$ cat src/rtl/bnn_vote_accumulator.sv
// bnn_vote_accumulator
//   Collects the per-sample class votes from the layer-2 neurons of the BNN
//   core over a window of WINDOW accepted samples, then scans the per-class
//   counters to pick the winner. The winner is published with a one-cycle
//   out_valid pulse. The result fields hold their value until the next result.
//
//   Optional feature macro: BNN_VOTE_TIE_EN
//     defined   -> adds the out_tie port and the tie-tracking logic.
//     undefined -> no out_tie port and no tie logic.
//
// Ports
//   clk        in   1            rising-edge clock
//   reset      in   1            asynchronous, active-high reset
//   ena        in   1            global enable; low freezes all state
//   clear      in   1            synchronous abort/restart of the current window
//   in_valid   in   1            class_bits valid this cycle
//   class_bits in   NUM_CLASSES  bit c = vote for class c
//   busy       out  1            high while resolving/reporting; in_valid dropped
//   out_valid  out  1            one-cycle result pulse
//   out_class  out  IDX_W        winning class index (held)
//   out_count  out  CNT_W        vote count of the winning class (held)
//   out_tie    out  1            another class matched the winning count (held)
//
// Handshake: a sample is taken on a rising edge where ena & in_valid are high
//   and busy is low. There is no back-pressure. Input offered while busy is
//   high is discarded. out_valid is a pulse that has no ready.
module bnn_vote_accumulator #(
   parameter int NUM_CLASSES = 4,
   parameter int WINDOW      = 8,
   parameter int CNT_W       = $clog2(WINDOW + 1),
   parameter int IDX_W       = (NUM_CLASSES > 1) ? $clog2(NUM_CLASSES) : 1
) (
   input  logic                   clk,
   input  logic                   reset,
   input  logic                   ena,
   input  logic                   clear,
   input  logic                   in_valid,
   input  logic [NUM_CLASSES-1:0] class_bits,
   output logic                   busy,
   output logic                   out_valid,
   output logic [IDX_W-1:0]       out_class,
`ifdef BNN_VOTE_TIE_EN
   output logic                   out_tie,
`endif
   output logic [CNT_W-1:0]       out_count
);

   typedef enum logic [1:0] {
      ST_ACCUM   = 2'd0,
      ST_RESOLVE = 2'd1,
      ST_REPORT  = 2'd2
   } state_t;

   localparam logic [CNT_W-1:0] LAST_SAMPLE = CNT_W'(WINDOW - 1);
   localparam logic [IDX_W-1:0] LAST_IDX    = IDX_W'(NUM_CLASSES - 1);

   state_t           state_q, state_d;
   logic [CNT_W-1:0] cnt_q [NUM_CLASSES];
   logic [CNT_W-1:0] cnt_d [NUM_CLASSES];
   logic [CNT_W-1:0] sample_q, sample_d;
   logic [IDX_W-1:0] scan_q, scan_d;
   logic [CNT_W-1:0] best_cnt_q, best_cnt_d;
   logic [IDX_W-1:0] best_idx_q, best_idx_d;
   logic             out_valid_d;
   logic [IDX_W-1:0] out_class_d;
   logic [CNT_W-1:0] out_count_d;
`ifdef BNN_VOTE_TIE_EN
   logic             tie_q, tie_d;
   logic             out_tie_d;
`endif

   assign busy = (state_q != ST_ACCUM);

   // Next-state and datapath
   always_comb begin
      state_d     = state_q;
      cnt_d       = cnt_q;
      sample_d    = sample_q;
      scan_d      = scan_q;
      best_cnt_d  = best_cnt_q;
      best_idx_d  = best_idx_q;
      // out_valid is a pulse: it drops on the following clock even when ena is low.
      out_valid_d = 1'b0;
      out_class_d = out_class;
      out_count_d = out_count;
`ifdef BNN_VOTE_TIE_EN
      tie_d       = tie_q;
      out_tie_d   = out_tie;
`endif

      if (ena) begin
         case (state_q)
            ST_ACCUM: begin
               if (clear) begin
                  for (int c = 0; c < NUM_CLASSES; c++) cnt_d[c] = '0;
                  sample_d = '0;
               end else if (in_valid) begin
                  for (int c = 0; c < NUM_CLASSES; c++)
                     cnt_d[c] = cnt_q[c] + CNT_W'(class_bits[c]);
                  sample_d = sample_q + CNT_W'(1);
                  if (sample_q == LAST_SAMPLE) begin
                     state_d    = ST_RESOLVE;
                     scan_d     = '0;
                     best_cnt_d = '0;
                     best_idx_d = '0;
`ifdef BNN_VOTE_TIE_EN
                     tie_d      = 1'b0;
`endif
                  end
               end
            end

            ST_RESOLVE: begin
               if (clear) begin
                  for (int c = 0; c < NUM_CLASSES; c++) cnt_d[c] = '0;
                  sample_d = '0;
                  state_d  = ST_ACCUM;
               end else begin
                  // Strict compare: the lowest index among equal maxima keeps the win.
                  if (cnt_q[scan_q] > best_cnt_q) begin
                     best_cnt_d = cnt_q[scan_q];
                     best_idx_d = scan_q;
`ifdef BNN_VOTE_TIE_EN
                     tie_d      = 1'b0;
                  end else if ((cnt_q[scan_q] == best_cnt_q) && (best_cnt_q != '0) &&
                               (scan_q != '0)) begin
                     tie_d      = 1'b1;
`endif
                  end
                  if (scan_q == LAST_IDX) state_d = ST_REPORT;
                  else                    scan_d  = scan_q + IDX_W'(1);
               end
            end

            ST_REPORT: begin
               // Published even if clear is high this cycle.
               out_valid_d = 1'b1;
               out_class_d = best_idx_q;
               out_count_d = best_cnt_q;
`ifdef BNN_VOTE_TIE_EN
               out_tie_d   = tie_q;
`endif
               for (int c = 0; c < NUM_CLASSES; c++) cnt_d[c] = '0;
               sample_d = '0;
               state_d  = ST_ACCUM;
            end

            default: state_d = ST_ACCUM;
         endcase
      end
   end

   always_ff @(posedge clk or posedge reset) begin
      if (reset) begin
         state_q    <= ST_ACCUM;
         for (int c = 0; c < NUM_CLASSES; c++) cnt_q[c] <= '0;
         sample_q   <= '0;
         scan_q     <= '0;
         best_cnt_q <= '0;
         best_idx_q <= '0;
         out_valid  <= 1'b0;
         out_class  <= '0;
         out_count  <= '0;
`ifdef BNN_VOTE_TIE_EN
         tie_q      <= 1'b0;
         out_tie    <= 1'b0;
`endif
      end else begin
         state_q    <= state_d;
         for (int c = 0; c < NUM_CLASSES; c++) cnt_q[c] <= cnt_d[c];
         sample_q   <= sample_d;
         scan_q     <= scan_d;
         best_cnt_q <= best_cnt_d;
         best_idx_q <= best_idx_d;
         out_valid  <= out_valid_d;
         out_class  <= out_class_d;
         out_count  <= out_count_d;
`ifdef BNN_VOTE_TIE_EN
         tie_q      <= tie_d;
         out_tie    <= out_tie_d;
`endif
      end
   end

endmodule

$ cat config.mk
export PLATFORM = sky130hd
export DESIGN_NAME = bnn_vote_accumulator
export DESIGN_NICKNAME = d
export VERILOG_FILES = /design/src/rtl/bnn_vote_accumulator.sv
export SDC_FILE = /design/constraint.sdc
export NUM_CORES = 1
export LEC_CHECK = 0
export ABC_CLOCK_PERIOD_IN_PS = 2700
export CORE_MARGIN = 4
export CORE_UTILIZATION = 57
export DETAILED_ROUTE_END_ITERATION = 10
export PLACE_DENSITY = 0.88
export RECOVER_POWER = 100
export SYNTH_ARGS = -nofsm -noshare
export SYNTH_HDL_FRONTEND = slang
export SYNTH_SLANG_ARGS = --single-unit
export TNS_END_PERCENT = 30
$ cat constraint.sdc
create_clock -name clk -period 2.7 [get_ports clk]
set_input_delay 0.54 -clock clk [delete_from_list [all_inputs] [get_ports clk]]
set_output_delay 0.54 -clock clk [all_outputs]
set_load 0.1 [all_outputs]
==> key figures, run 1 <==
STA
  – Final Hold Viols: 0
  – Slew Limit Headroom: 22.4%
  – Total Neg Setup Slack: 0 ns
  – Min cycle time layout: 2.38 ns
  – Max-slew violation count: 0
  – Worst-Margin Slew: 1.17 ns
  – Post-route clock period utilization: 88.2%
  – PnR worst setup slack: 0.320 ns
  – Peak Freq: 0.420 GHz
  – Final setup viols: 0
  – Clock skew: 0.00802 ns
  – RSZ-0062 raised after global routing: false

CTS
  – H-Tree Depth: 2
  – CTS Buf Count: 5
  – # clock sinks: 37
  – Worst-path clk slew: 0.10 ns
  – Max clock buf depth: 2
  – Setup Buffers After CTS: 0
  – Post-CTS resize count: 0
  – Root buffer cell: clkbuf_4
  – CTS tree: done
  – Hold-fix buffers, CTS: 0
  – Worst skew pair latency: 0.35 ns

Min path
  – Hold Crit Class: reg -> reg
  – Hold Path Stages: 1
  – HP Start: sample_q[3]$_DFFE_PP0P_
  – Hold EP: sample_q[3]$_DFFE_PP0P_

Yosys
  – Synth warn: 0
  – Post-synth EDFFs: 0
  – Mapped Nets: 214
  – Synth unique cells: 37
  – Sequential share of the synthesized area: 45.8%
  – Synthesized area: 2020 um^2
  – Synth Instances: 187
  – Yosys reg bits: 37
  – Ys async rst share: 100%
  – Ys flop type: dfrtp_1
  – Syn Area/Cell: 10.8 um^2

Power
  – Static Leakage: 1.06 nW
  – Peak supply drop: 411 uV
  – Cell Pwr Density: 926 nW/um^2
  – Comb power frac: 46.7%
  – P_sw: 0.953 mW
  – Pint: 1.06 mW
  – Share of total power in sequential cells: 38.5%
  – Sw Share: 47.4%
  – Clock power share: 14.7%

Setup path
  – CP Launch Type: flop
  – Critical Path, Cell by Cell: mux4_2 > ha_1 > a211oi_1 > o21ai_0 > o211ai_4 > mux2i_1
  – Reg-to-Reg Start: scan_q[0]$_DFFE_PP0P_
  – Reg2reg setup slack: 0.32 ns
  – Worst Path Required: 2.97 ns
  – RR Endpoint: best_idx_q[0]$_DFFE_PP0P_
  – Worst Setup End Kind: flop
  – CP arrival: 2.65 ns
  – Worst Path Buf+Inv: 0
  – Crit path max-delay family: multiplexers
  – Crit path largest cell delay: 0.58 ns
  – Slowest stage cell on the critical path: dfrtp_1
  – Worst-case reg-to-reg path depth: 6
  – CP max FO: 9
  – WS Path Type: reg -> reg

Die
  – Die footprint: 4560 um^2
  – Initial Util: 59.6%
  – Core Region: 3390 um^2
  – Cell row count: 21
  – # IOs: 17
  – Die Wd: 67.5 um
  – Height of the die: 67.5 um

Placed design
  – Hpwl dp: 2.76 mm
  – IO Port Bufs: 16
  – DP Worst Slack: 0.341 ns
  – Dpl cells: 244
  – GP Congestion: 0.830

Detailed routing
  – Post-DRT Antenna Nets: 0
  – Via/cell ratio: 5.79
  – Vias post-DR: 1454
  – Post-DR wirelength/cell: 14.8 um
  – Final wirelength: 3.73 mm
  – TritonRoute pass-1 iters: 4
  – Post-route DRC violation count: 0
  – Iter 0 DRT Violations: 58

Cells and area
  – Diode count: 0
  – Final Instance Count excl. Fillers: 251
  – Fin nets: 232
  – Post-layout util: 64.1%
  – P&R area growth vs syn: 7.56%
  – FILL cells: 279
  – Multi-input gate area: 957 um^2
  – Register area: 926 um^2
  – Share of cells above drive strength 1: 8.29%

Run status
  – Status: completed

Global route
  – Initial antenna violation count: 0
  – Overflow left after global routing: 0
  – Largest net degree at the start of global routing: 38
  – Total Routing Usage GR: 18.3%
  – Routing usage on met1: 22.3%
  – Routing usage on met2: 28.4%
  – Grt met3 use: 4.33%
  – Number of global-route vias before repair: 1361
  – First-pass GRT wire length: 6.07 mm
  – GR peak layer: met2

Job
  – MaxCap Viol Count: 0
[through the flow]
step | hold WS, ns | power (mW) | cell area, um^2
after floorplan | 0.436 | 1.61 | 2020
after global placement | 0.461 | 1.76 | 2160
after detailed placement | 0.466 | 1.79 | 2160
after CTS | 0.480 | 2.08 | 2220
after global routing | 0.489 | 2.15 | 2170
final | 0.491 | 2.01 | 2170
[cell usage after synthesis, types with 2 or more instances]
cell type	n	area (um^2)
a21oi_1	5	25.0
a22o_1	9	78.8
a31oi_1	4	25.0
buf_2	2	10.0
buf_6	3	33.8
dfrtp_1	37	926
ha_1	18	225
inv_1	13	48.8
mux2i_1	7	70.1
mux4_2	4	90.1
nand2_1	23	86.3
nand2b_1	2	12.5
nand4_1	5	31.3
nor2_1	5	18.8
o21ai_0	7	35.0
o21ai_1	22	110
[power by group through the flow]
stage / logic (mW) / clock network (mW) / registers [mW]
floorplan: 0.646 / 0 / 0.965
global placement: 0.979 / 0 / 0.778
detailed placement: 1.00 / 0 / 0.792
CTS: 1.00 / 0.302 / 0.779
global route: 1.03 / 0.322 / 0.793
finish: 0.940 / 0.296 / 0.775
[routing by layer]
| layer | routed length, um | share of wire (%) |
|---|---|---|
| met2 | 1740 | 47 |
| met3 | 178 | 4.8 |
| met5 | 0 | 0 |
| met1 | 1660 | 45 |
| met4 | 142 | 3.8 |
[logic make-up (layout without fill, tap and decap cells)]
kind of cell    count (synthesis)  count (layout)  share of synthesized area, %
buf+inv                        21              39                          5.95
flops                          37              37                          45.8
mux                            11              11                          7.93
xor+xnor                        1               1                         0.434
compound gates                 53              53                          16.9
simple gates                   46              46                          11.8
fa+ha+maj                      18              18                          11.2
[worst register-to-register path, delay by kind of cell (launching register included)]
kind                       cells  cell delay, ns
AOI/OAI and AO/OA              3            0.58
adders and majority gates      1            0.32
muxes                          2            0.82
DFF                            1            0.58
[area by class of cell]
cell class | instances | share of cell area (%)
Inverter | 14 | 2.42
Clock buffer | 7 | 2.53
Tap cell | 46 | 2.65
Timing Repair Buffer | 18 | 5.70
Sequential cell | 37 | 42.6
Multi-Input combinational cell | 129 | 44.1
[layout by cell type (no fill, tap or decap), types with 2 or more instances in the layout]
| master | count |
|---|---|
| clkbuf_4 | 5 |
| o21ai_0 | 17 |
| a21oi_1 | 5 |
| clkbuf_1 | 8 |
| nand2b_1 | 2 |
| nand2_1 | 23 |
| nand4_1 | 5 |
| a22o_1 | 9 |
| inv_1 | 14 |
| clkbuf_2 | 2 |
| dfrtp_1 | 37 |
| a31oi_1 | 5 |
| dlygate4sd3_1 | 3 |
| nor2_1 | 6 |
| o21ai_1 | 12 |
| mux4_2 | 4 |
| ha_1 | 18 |
| mux2i_1 | 7 |
| clkdlybuf4s50_1 | 5 |
[state kept, by name, summed over array words and instances, names as in the netlist]
signal      cells
out_class       2
scan_q          2
out_count       4
cnt_q          16
best_idx_q      2
best_cnt_q      4
out_valid       1
state_q         2
sample_q        4
[worst max-delay path by stage]
| stage | from | endpoint | slack, ns | cells past startpoint |
|---|---|---|---|---|
| 2_1_floorplan | scan_q[0]$_DFFE_PP0P_ | best_cnt_q[0]$_DFFE_PP0P_ | 0.57 | 7 |
| 3_3_place_gp | scan_q[0]$_DFFE_PP0P_ | best_idx_q[1]$_DFFE_PP0P_ | 0.48 | 6 |
| 3_5_place_dp | scan_q[0]$_DFFE_PP0P_ | best_idx_q[0]$_DFFE_PP0P_ | 0.34 | 6 |
| 4_1_cts | scan_q[0]$_DFFE_PP0P_ | best_idx_q[0]$_DFFE_PP0P_ | 0.34 | 6 |
| 5_1_grt | scan_q[0]$_DFFE_PP0P_ | best_idx_q[0]$_DFFE_PP0P_ | 0.16 | 6 |
| 6_report | scan_q[0]$_DFFE_PP0P_ | best_idx_q[0]$_DFFE_PP0P_ | 0.32 | 6 |
Note: power is estimated with default switching activity, not from simulation.
==> run 2: changes to the inputs <==
--- a/config.mk
+++ b/config.mk
@@ -9,5 +9,6 @@
 export CORE_MARGIN = 4
-export CORE_UTILIZATION = 57
+export CORE_UTILIZATION = 50
 export DETAILED_ROUTE_END_ITERATION = 10
-export PLACE_DENSITY = 0.88
+export MAX_ROUTING_LAYER = met4
+export PLACE_DENSITY = 0.79
 export RECOVER_POWER = 100
==> constraint.sdc (replaced) <==
create_clock -name clk -period 2.7 [get_ports clk]
set_input_delay 0.81 -clock clk [delete_from_list [all_inputs] [get_ports clk]]
set_output_delay 0.81 -clock clk [all_outputs]
set_load 0.1 [all_outputs]
==> run 2 against run 1 <==
Cell count increased by 1.2%. Sequential share of layout area down 0.94 points. Combinational power increased by 2.9%. Power grew 5.7%. Count of clock-buffer cells in the layout unchanged. Critical path depth stayed put. First-iteration DRC count is 5.2% higher. Clock power increased by 32%. Highest routed layer unchanged. Non-clock buffer count increased by 1. Via count shrank 3.0%. Global-route usage decreased by 2.1 points.
==> key figures, run 2 (synthesis gave the netlist of run 1 again) <==
Run status
  – Status: completed

Die
  – Cell row count: 22
  – Height of the die: 71.6 um
  – Die Wd: 71.6 um
  – Core Region: 3770 um^2
  – # IOs: 17
  – Die footprint: 5120 um^2
  – Initial Util: 53.6%

CTS
  – Worst skew pair latency: 0.29 ns
  – Worst-path clk slew: 0.07 ns
  – # clock sinks: 37
  – Post-CTS resize count: 0
  – CTS Buf Count: 5
  – H-Tree Depth: 2
  – CTS tree: done
  – Hold-fix buffers, CTS: 0
  – Max clock buf depth: 2
  – Root buffer cell: clkbuf_8
  – Setup Buffers After CTS: 0

Power
  – Comb power frac: 45.5%
  – Power Total: 2.12 mW
  – Peak supply drop: 431 uV
  – Static Leakage: 1.07 nW
  – P_sw: 0.972 mW
  – Cell Pwr Density: 957 nW/um^2
  – Clock power share: 18.4%
  – Pint: 1.15 mW
  – Sw Share: 45.7%
  – Share of total power in sequential cells: 36.1%

STA
  – RSZ-0062 raised after global routing: false
  – Total Neg Setup Slack: 0 ns
  – Post-route clock period utilization: 88.6%
  – Peak Freq: 0.418 GHz
  – Final Hold Viols: 0
  – Worst-Margin Slew: 1.18 ns
  – Worst hold slack: 0.479 ns
  – PnR worst setup slack: 0.308 ns
  – Min cycle time layout: 2.39 ns
  – Final setup viols: 0
  – Max-slew violation count: 0
  – Slew Limit Headroom: 21.9%
  – Clock skew: 0.00820 ns

Min path
  – Hold Crit Class: reg -> reg
  – HP Start: out_count[3]$_DFFE_PP0P_

Setup path
  – Reg-to-Reg Start: scan_q[0]$_DFFE_PP0P_
  – Crit. Startpoint: clear
  – Crit path to: cnt_q[7]$_DFFE_PP0P_
  – CP max FO: 10
  – Reg2reg setup slack: 0.32 ns
  – Worst-case reg-to-reg path depth: 6
  – CP arrival: 2.60 ns
  – WS Path Type: in -> reg
  – Worst Setup End Kind: flop
  – RR Endpoint: best_cnt_q[3]$_DFFE_PP0P_
  – CP Launch Type: primary input
  – Worst Path Required: 2.91 ns

Cells and area
  – Share of cells above drive strength 1: 8.74%
  – Max reg flops: 16
  – Final Cell Area: 2220 um^2
  – Commonest non-fill, non-tap cell in the layout: dfrtp_1
  – FILL cells: 329
  – Largest Register: cnt_q
  – Register area: 926 um^2
  – Post-layout util: 58.9%
  – Most frequent cells in the layout: dfrtp_1, nand2_1, ha_1, o21ai_0, inv_1
  – Fin nets: 233
  – Diode count: 0
  – P&R area growth vs syn: 9.98%
  – Multi-input gate area: 952 um^2
  – Final Instance Count excl. Fillers: 254

Global route
  – Overflow left after global routing: 0
  – First-pass GRT wire length: 6.30 mm
  – Number of global-route vias before repair: 1379
  – Total Routing Usage GR: 16.2%
  – Initial antenna violation count: 0
  – Largest net degree at the start of global routing: 38

Detailed routing
  – Post-DRT Antenna Nets: 0
  – Final wirelength: 3.69 mm
  – Post-DR wirelength/cell: 14.5 um
  – TritonRoute pass-1 iters: 4
  – Via/cell ratio: 5.56
  – Vias post-DR: 1411
  – Iter 0 DRT Violations: 61
  – Post-route DRC violation count: 0

Placed design
  – IO Port Bufs: 16
  – DP Worst Slack: 0.243 ns
  – GP Congestion: 0.852
  – Dpl cells: 247
  – Hpwl dp: 2.68 mm
  – Area post-placement: 2200 um^2

Job
  – MaxCap Viol Count: 0
==> run 2: cell count changes in the layout (fill, tap and decap cells not counted), sizes merged <==
cell	delta
buf	+1
==> run 2: metal layers <==
layer	global-route usage, %	up-vias	routed length [um]
met3	5.75	7	170
met2	23.4	20	1740
met4	8.14	0	82
met5	-	-	0
li1	-	710	-
met1	20.1	674	1700
==> run 2: power groups by stage <==
stage               combinational [mW]  clock [mW]  sequential, mW
global route                      1.07       0.422           0.786
CTS                               1.06       0.397           0.771
global placement                  1.03           0           0.775
floorplan                        0.646           0           0.965
detailed placement                1.06           0           0.781
finish                           0.967       0.390           0.768
==> run 2: area by class of cell <==
class	instances	share of cell area (%)
Clock buffer	7	3.89
Inverter	14	2.37
Multi-Input combinational cell	129	42.9
Sequential cell	37	41.7
Tap cell	48	2.70
Timing Repair Buffer	19	6.48
==> run 2: critical path: stages <==
cell and delay, ns:
dlygate4sd3_1 0.64, nor4b_2 0.32, nand3_1 0.37, a31oi_1 0.27, o21ai_1 0.08, o21ai_0 0.11
==> run 2: worst min-delay path by stage <==
stage / endpoint / depth (start not counted)
2_1_floorplan: cnt_q[7]$_DFFE_PP0P_ / 1
3_3_place_gp: cnt_q[15]$_DFFE_PP0P_ / 1
3_5_place_dp: cnt_q[3]$_DFFE_PP0P_ / 1
4_1_cts: cnt_q[3]$_DFFE_PP0P_ / 1
5_1_grt: cnt_q[3]$_DFFE_PP0P_ / 1
6_report: out_count[3]$_DFFE_PP0P_ / 2
